==> config.mk <==
export PLATFORM = sky130hd
export DESIGN_NAME = vector_split_rx
export DESIGN_NICKNAME = d
export VERILOG_FILES = /design/src/rtl/vector_split_rx.sv
export SDC_FILE = /design/constraint.sdc
export NUM_CORES = 1
export LEC_CHECK = 0
export CORE_MARGIN = 2
export CORE_UTILIZATION = 60
export DETAILED_ROUTE_END_ITERATION = 16
export DONT_BUFFER_PORTS = 1
export PLACE_DENSITY = 0.76
export SLEW_MARGIN = 15
export SYNTH_ARGS = -nofsm -noshare
export SYNTH_HDL_FRONTEND = slang
export SYNTH_SLANG_ARGS = --single-unit
export TNS_END_PERCENT = 30
==> constraint.sdc <==
create_clock -name clk -period 3.33 [get_ports clk]
set_input_delay 0 -clock clk [delete_from_list [all_inputs] [get_ports clk]]
set_output_delay 0 -clock clk [all_outputs]
set_load 0.05 [all_outputs]
==> src/rtl/vector_split_rx.sv <==
// rtl/vector_split_rx.sv - byte-stream receiver that reassembles a 32-bit frame into six 5-bit fields
//
// Purpose:
//   Collects four bytes (first byte = frame bits [31:24]) over a valid/ready
//   handshake, unpacks {a,b,c,d,e,f,2'b11} and presents the fields on a
//   registered valid/ready output. A bad trailer is flagged, not dropped.
//
// Ports:
//   clk        rising-edge clock
//   rst        synchronous active-high reset
//   byte_in    incoming byte
//   byte_valid byte_in valid
//   byte_ready block accepts a byte (state-decoded)
//   sync       discard partially collected frame (COLLECT only)
//   a..f       unpacked 5-bit fields (registered)
//   out_valid  fields and frame_err valid
//   out_ready  consumer accepts the fields
//   frame_err  trailer bits were not 2'b11
//   frame_cnt  delivered frame count, wraps 255 -> 0

module vector_split_rx (
    input  logic       clk,
    input  logic       rst,
    input  logic [7:0] byte_in,
    input  logic       byte_valid,
    output logic       byte_ready,
    input  logic       sync,
    output logic [4:0] a,
    output logic [4:0] b,
    output logic [4:0] c,
    output logic [4:0] d,
    output logic [4:0] e,
    output logic [4:0] f,
    output logic       out_valid,
    input  logic       out_ready,
    output logic       frame_err,
    output logic [7:0] frame_cnt
);

    typedef enum logic {
        COLLECT = 1'b0,
        OUT     = 1'b1
    } state_t;

    state_t      state;
    state_t      state_next;
    logic [1:0]  idx;
    logic [7:0]  byte0;
    logic [7:0]  byte1;
    logic [7:0]  byte2;
    logic [31:0] word;
    logic        accept;
    logic        deliver;

    // The last byte is taken straight from the input so the fields load on
    // the same edge that accepts it.
    assign word = {byte0, byte1, byte2, byte_in};

    assign byte_ready = (state == COLLECT);

    always_comb begin
        state_next = state;
        accept     = 1'b0;
        deliver    = 1'b0;
        case (state)
            COLLECT: begin
                // sync wins over a byte offered in the same cycle
                accept = byte_valid && !sync;
                if (accept && (idx == 2'd3)) begin
                    state_next = OUT;
                end
            end
            OUT: begin
                deliver = out_valid && out_ready;
                if (deliver) begin
                    state_next = COLLECT;
                end
            end
            default: state_next = COLLECT;
        endcase
    end

    always_ff @(posedge clk) begin
        if (rst) begin
            state     <= COLLECT;
            idx       <= 2'd0;
            byte0     <= 8'd0;
            byte1     <= 8'd0;
            byte2     <= 8'd0;
            a         <= 5'd0;
            b         <= 5'd0;
            c         <= 5'd0;
            d         <= 5'd0;
            e         <= 5'd0;
            f         <= 5'd0;
            out_valid <= 1'b0;
            frame_err <= 1'b0;
            frame_cnt <= 8'd0;
        end else begin
            state <= state_next;

            if (state == COLLECT && sync) begin
                idx <= 2'd0;
            end else if (accept) begin
                case (idx)
                    2'd0:    byte0 <= byte_in;
                    2'd1:    byte1 <= byte_in;
                    2'd2:    byte2 <= byte_in;
                    default: begin
                        a         <= word[31:27];
                        b         <= word[26:22];
                        c         <= word[21:17];
                        d         <= word[16:12];
                        e         <= word[11:7];
                        f         <= word[6:2];
                        frame_err <= (word[1:0] != 2'b11);
                        out_valid <= 1'b1;
                    end
                endcase
                idx <= idx + 2'd1;
            end

            if (deliver) begin
                out_valid <= 1'b0;
                frame_cnt <= frame_cnt + 8'd1;
            end
        end
    end

endmodule

After elaboration in Yosys (flattened, before gate mapping)

Cells that the tools add are included.
Widths: inputs -> output; s select.

Flip-flop bits (word level): 67
Bits in latches: 0
RAM bits: 0
Memory bits (read-only): 0
Output and inout port bits: 41
Word-level logic and storage cells: 41
Memories: 0

Add/sub/neg operators: 2
Multiply operators: 0
Divide/modulo/power cells: 0
$lt $le $gt $ge: 0
Equality and inequality tests: 4
Shift operators: 0
Multiplexer cells: 5
Bitwise operators: 3
Reductions and logical operators: 13

Operator list:

| kind                | number |
|---|---|
| $reduce_and 3->1    | 4 |
| $add 8x1->8 const B | 1 |
| $eq 2x2->1 const B  | 2 |
| $logic_and 1x1->1   | 4 |
| $mux 1              | 4 |
| $reduce_or 2->1     | 2 |
| $not 1->1           | 3 |
| $reduce_or 3->1     | 1 |
| $add 2x1->2 const B | 1 |
| $eq 2x1->1 const B  | 1 |
| $logic_not 2->1     | 1 |
| $ne 2x2->1 const B  | 1 |
| $pmux 1 s2          | 1 |
| $logic_not 1->1     | 1 |

Depth between registers and ports, before layout

Depth in word-level cells: 5
Depth in mapped cells: 6
Gate-level depth less buffers: 5

Worst setup path before layout

No wires, ideal clock.

Kind: flip-flop to flip-flop
Start point: register frame_cnt[0]
End point: register frame_cnt[6]
Setup time: 70 ps
Arrival: 1566 ps
Required time: 3260 ps
Path slack: 1694 ps
Cell stages (with the launch flop): 5
Cells stage by stage: dfxtp_1 -> ha_1 -> nand4_1 -> or3_1 -> a21oi_1

Cells in the longest elaborated chain, start to end: 1

Ends and longest elaborated chain:

| element                  | RTL line | RTL |
|---|---|---|
| start: declaration       | 37       | `output logic [7:0] frame_cnt` |
| start signal: assignment | 125      | `frame_cnt <= frame_cnt + 8'd1;` |
| $add 8x1->8              | 125      |  |

Every way passes these cells.
A chain may end at the register's enable or synchronous reset.

Worst setup path after layout

Start point: register idx[0]
End point: register e[1]

Cells in the longest elaborated chain, start to end: 4

Ends and longest elaborated chain:

| element                                  | RTL line | RTL |
|---|---|---|
| start: declaration                       | 47       | `logic [1:0] idx;` |
| start signal: assignment                 | 120      | `idx <= idx + 2'd1;` |
| $eq 2x2->1, or another cell as far along | 105      | `case (idx)` |
| $reduce_or 3->1 (no line) *              | -        |  |
| $not 1->1 (no line) *                    | -        |  |
| $reduce_and 3->1 (no line) *             | -        |  |
| end signal: assignment                   | 114      | `e <= word[11:7];` |
| end: declaration                         | 32       | `output logic [4:0] e,` |

Every way passes the cells marked *; elsewhere a longest branch is shown, timed or not.

==> flow_metrics.py <==
metrics = {
    "timing": {
        "tightest_slew_ns": 0.691,
        "period_share_pct": 57.4,
        "setup-tns-final_ns": 0,
        "fin_crit_ns": 1.91,
        "slew_headroom_pct": 53.7,
        "timing.hold.ws_ns": 0.0280,
        "slew_viol_final": 0,
        "finalHoldViolations": 0,
        "rsz0062_at_grt": "false",
        "finClkSkew_ns": 0.00653,
        "setup-violations-final": 0,
        "finalWorstSetupSlack_ns": 1.42,
        "max_freq_mhz": 523,
    },
    "critical_path": {
        "cp.arrival_ns": 2.13,
        "cp.required_ns": 3.55,
        "path_max_fanout": 16,
        "setup.worst_path.start_class": "flip-flop",
        "end_kind": "flip-flop",
        "critical_path_class": "flip-flop to flip-flop",
    },
    "place": {
        "preCtsSetupSlack_ns": 1.46,
        "gp_congestion": 0.722,
        "io_buffers": 0,
        "dp_hpwl_mm": 3.01,
        "placed_area_um2": 2530,
    },
    "grt": {
        "grt_pass1_vias": 1787,
        "grt_pass1_wl_mm": 8.45,
        "grt_use_met2_pct": 33.1,
        "grt.total_usage_pct": 22.1,
        "grt_overflow": 0,
        "grtUsageMet1_pct": 28.4,
        "grtUsageMet3_pct": 8.04,
        "antenna_found_initial": 0,
        "grt_max_degree": 68,
        "busiest_layer": "met2",
    },
    "detailed_routing": {
        "routedWlPerCell_um": 14.7,
        "vias": 1898,
        "drtAntennaViolNets": 0,
        "viasPerCell": 5.55,
        "drt-total-wl_mm": 5.02,
        "drc": 0,
        "drt_first_pass_iters": 4,
        "drtIter0Drc": 75,
    },
    "logic_synthesis": {
        "post_synth_and_or_nand_nor_area_fraction_pct": 20.1,
        "synth_fa_ha_area_share_pct": 2.96,
        "synth_area_per_cell_um2": 9.06,
        "synth_mux_area_share_pct": 10.3,
        "yosysWarnings": 0,
        "ys_ff_latch": 67,
        "syn_area_um2": 2540,
        "synth_compound_area_share_pct": 9.27,
        "synth_xor_area_share_pct": 0.690,
        "synth_top_family_by_area": "simple AND/OR/NAND/NOR gates",
        "synth_cell_types": 29,
        "syn_nets": 299,
        "netlist_instances": 280,
        "seq_area_frac_synth_pct": 52.9,
    },
    "cts": {
        "cts.reportedPaths.clkPinSlew_ns": 0.07,
        "cts_sinks": 67,
        "root_buffer": "clkbuf_8",
        "cts_buffers": 9,
        "clock_path_buffers": 2,
        "post_cts_resize_count": 0,
        "htreeDepth": 3,
        "cts_tree": "done",
        "insertion_delay_ns": 0.34,
        "cts_setup_buffers": 0,
    },
    "power_and_ir_drop": {
        "leakage_nw": 1.01,
        "irDropWorstVdd_mv": 0.384,
        "p_per_area_nw_per_um2": 580,
    },
    "finish": {
        "finalNetCount": 306,
        "drive_gt1_share_pct": 6.16,
        "final_util_pct": 72.5,
        "diodes": 0,
        "final_area_um2": 2920,
        "fillers": 309,
        "multi_input_comb_area_um2": 1100,
        "areaGrowthSynthToFinish_pct": 15.1,
        "register_area_um2": 1340,
    },
    "floorplanning": {
        "io_pins": 54,
        "die_h_um": 69.0,
        "die_x_um": 69.0,
        "rows": 23,
        "core_um2": 4030,
        "die_area_um2": 4770,
        "initial_core_util_pct": 63.0,
    },
    "flow_run": {
        "max-cap-violations": 0,
    },
    "hold_path": {
        "min_path_type": "primary input to flip-flop",
    },
    "outcome": {
        "outcome": "finished clean",
    },
}
==> cell usage after synthesis, drive strengths merged <==
cell type	instances	share of area, %
nor3b	1	0.30
ha	6	3.0
xor2	1	0.35
nand3	2	0.89
or4	2	0.59
a31oi	1	0.25
a21oi	35	6.9
or3	3	0.74
a22oi	1	0.30
and3	1	0.25
and4bb	4	2.0
a311oi	1	0.35
o31ai	2	0.59
dfxtp	67	53
buf	9	1.8
nand2	62	9.2
nand4bb	1	0.44
o21ai	3	0.59
nor3	2	0.39
clkbuf	10	1.5
nor2	31	4.6
inv	4	0.59
xnor2	1	0.35
mux2i	26	10
o21bai	1	0.30
nand4	3	0.74
==> per-layer routing <==
layer	wire, um	up-vias
met3	299	10
met2	2200	41
met1	2410	891
li1	-	956
met4	109	0
met5	0	-
==> power by group <==
part | switching (mW) | internal (mW) | leakage (nW)
sequential | 0.00489 | 0.808 | 0.541
clock | 0.305 | 0.519 | 0.117
combinational | 0.0322 | 0.0250 | 0.349
==> cell type report <==
class | instances | share of cell area (%)
multi-input cells | 190 | 37.6
well taps | 50 | 2.14
repair buffers | 15 | 5.57
clock inverters | 4 | 3.34
inverters | 4 | 0.514
clock buffers | 12 | 4.97
flip-flops and latches | 67 | 45.9
==> through the flow <==
step                      power [mW]  cells
after floorplan                0.861    280
after global placement         0.853    313
after detailed placement       0.854    313
after CTS                       1.70    342
after global routing            1.74    342
final                           1.69    342
==> critical path: stages, from the launching register on <==
cell and delay (ns):
dfxtp_1 0.43, ha_1 0.19, nand4bb_1 0.57, buf_4 0.44
nand2_1 0.09, a21oi_1 0.08
==> placed cells by master, fill, tap and decap left out, drive strengths merged, types with 3 or more instances in the layout <==
master / Yosys / routed
mux2i: 26 / 26
dlygate4sd3: 0 / 12
a21oi: 35 / 35
dfxtp: 67 / 67
nand4: 3 / 3
clkbuf: 10 / 12
and4bb: 4 / 4
bufinv: 0 / 3
or3: 3 / 3
nor2: 31 / 31
ha: 6 / 6
o21ai: 3 / 3
nand2: 62 / 62
buf: 9 / 3
inv: 4 / 4
==> worst paths after layout <==
kind	from	endpoint	cells past startpoint	slack (ns)
worst max register to register	idx[0]	e[1]	5	1.42
worst min register to register	byte2[4]	d[0]	2	0.45
worst min-delay path	out_ready	state	2	0.03
worst max-delay path	idx[0]	e[1]	5	1.42
==> state kept, by name, indices dropped and copies added, names as in the netlist <==
register,cells
frame_cnt,8
d,5
c,5
byte1,8
state,1
a,5
frame_err,1
byte0,8
b,5
byte2,8
e,5
f,5
out_valid,1
idx,2
==> logic make-up after synthesis <==
logic type      count (synthesis)
compound gates                 44
xor+xnor                        2
fa+ha+maj                       6
buf+inv                        23
flops                          67
mux                            26
simple gates                  112
==> repair_timing <==
| action | in CTS | in global routing |
|---|---|---|
| endpoints found under the hold margin | 67 | 0 |
| setup endpoints to repair | 0 | 0 |
| hold buffers | 13 | 0 |
Note: power is estimated with default switching activity, not from simulation.
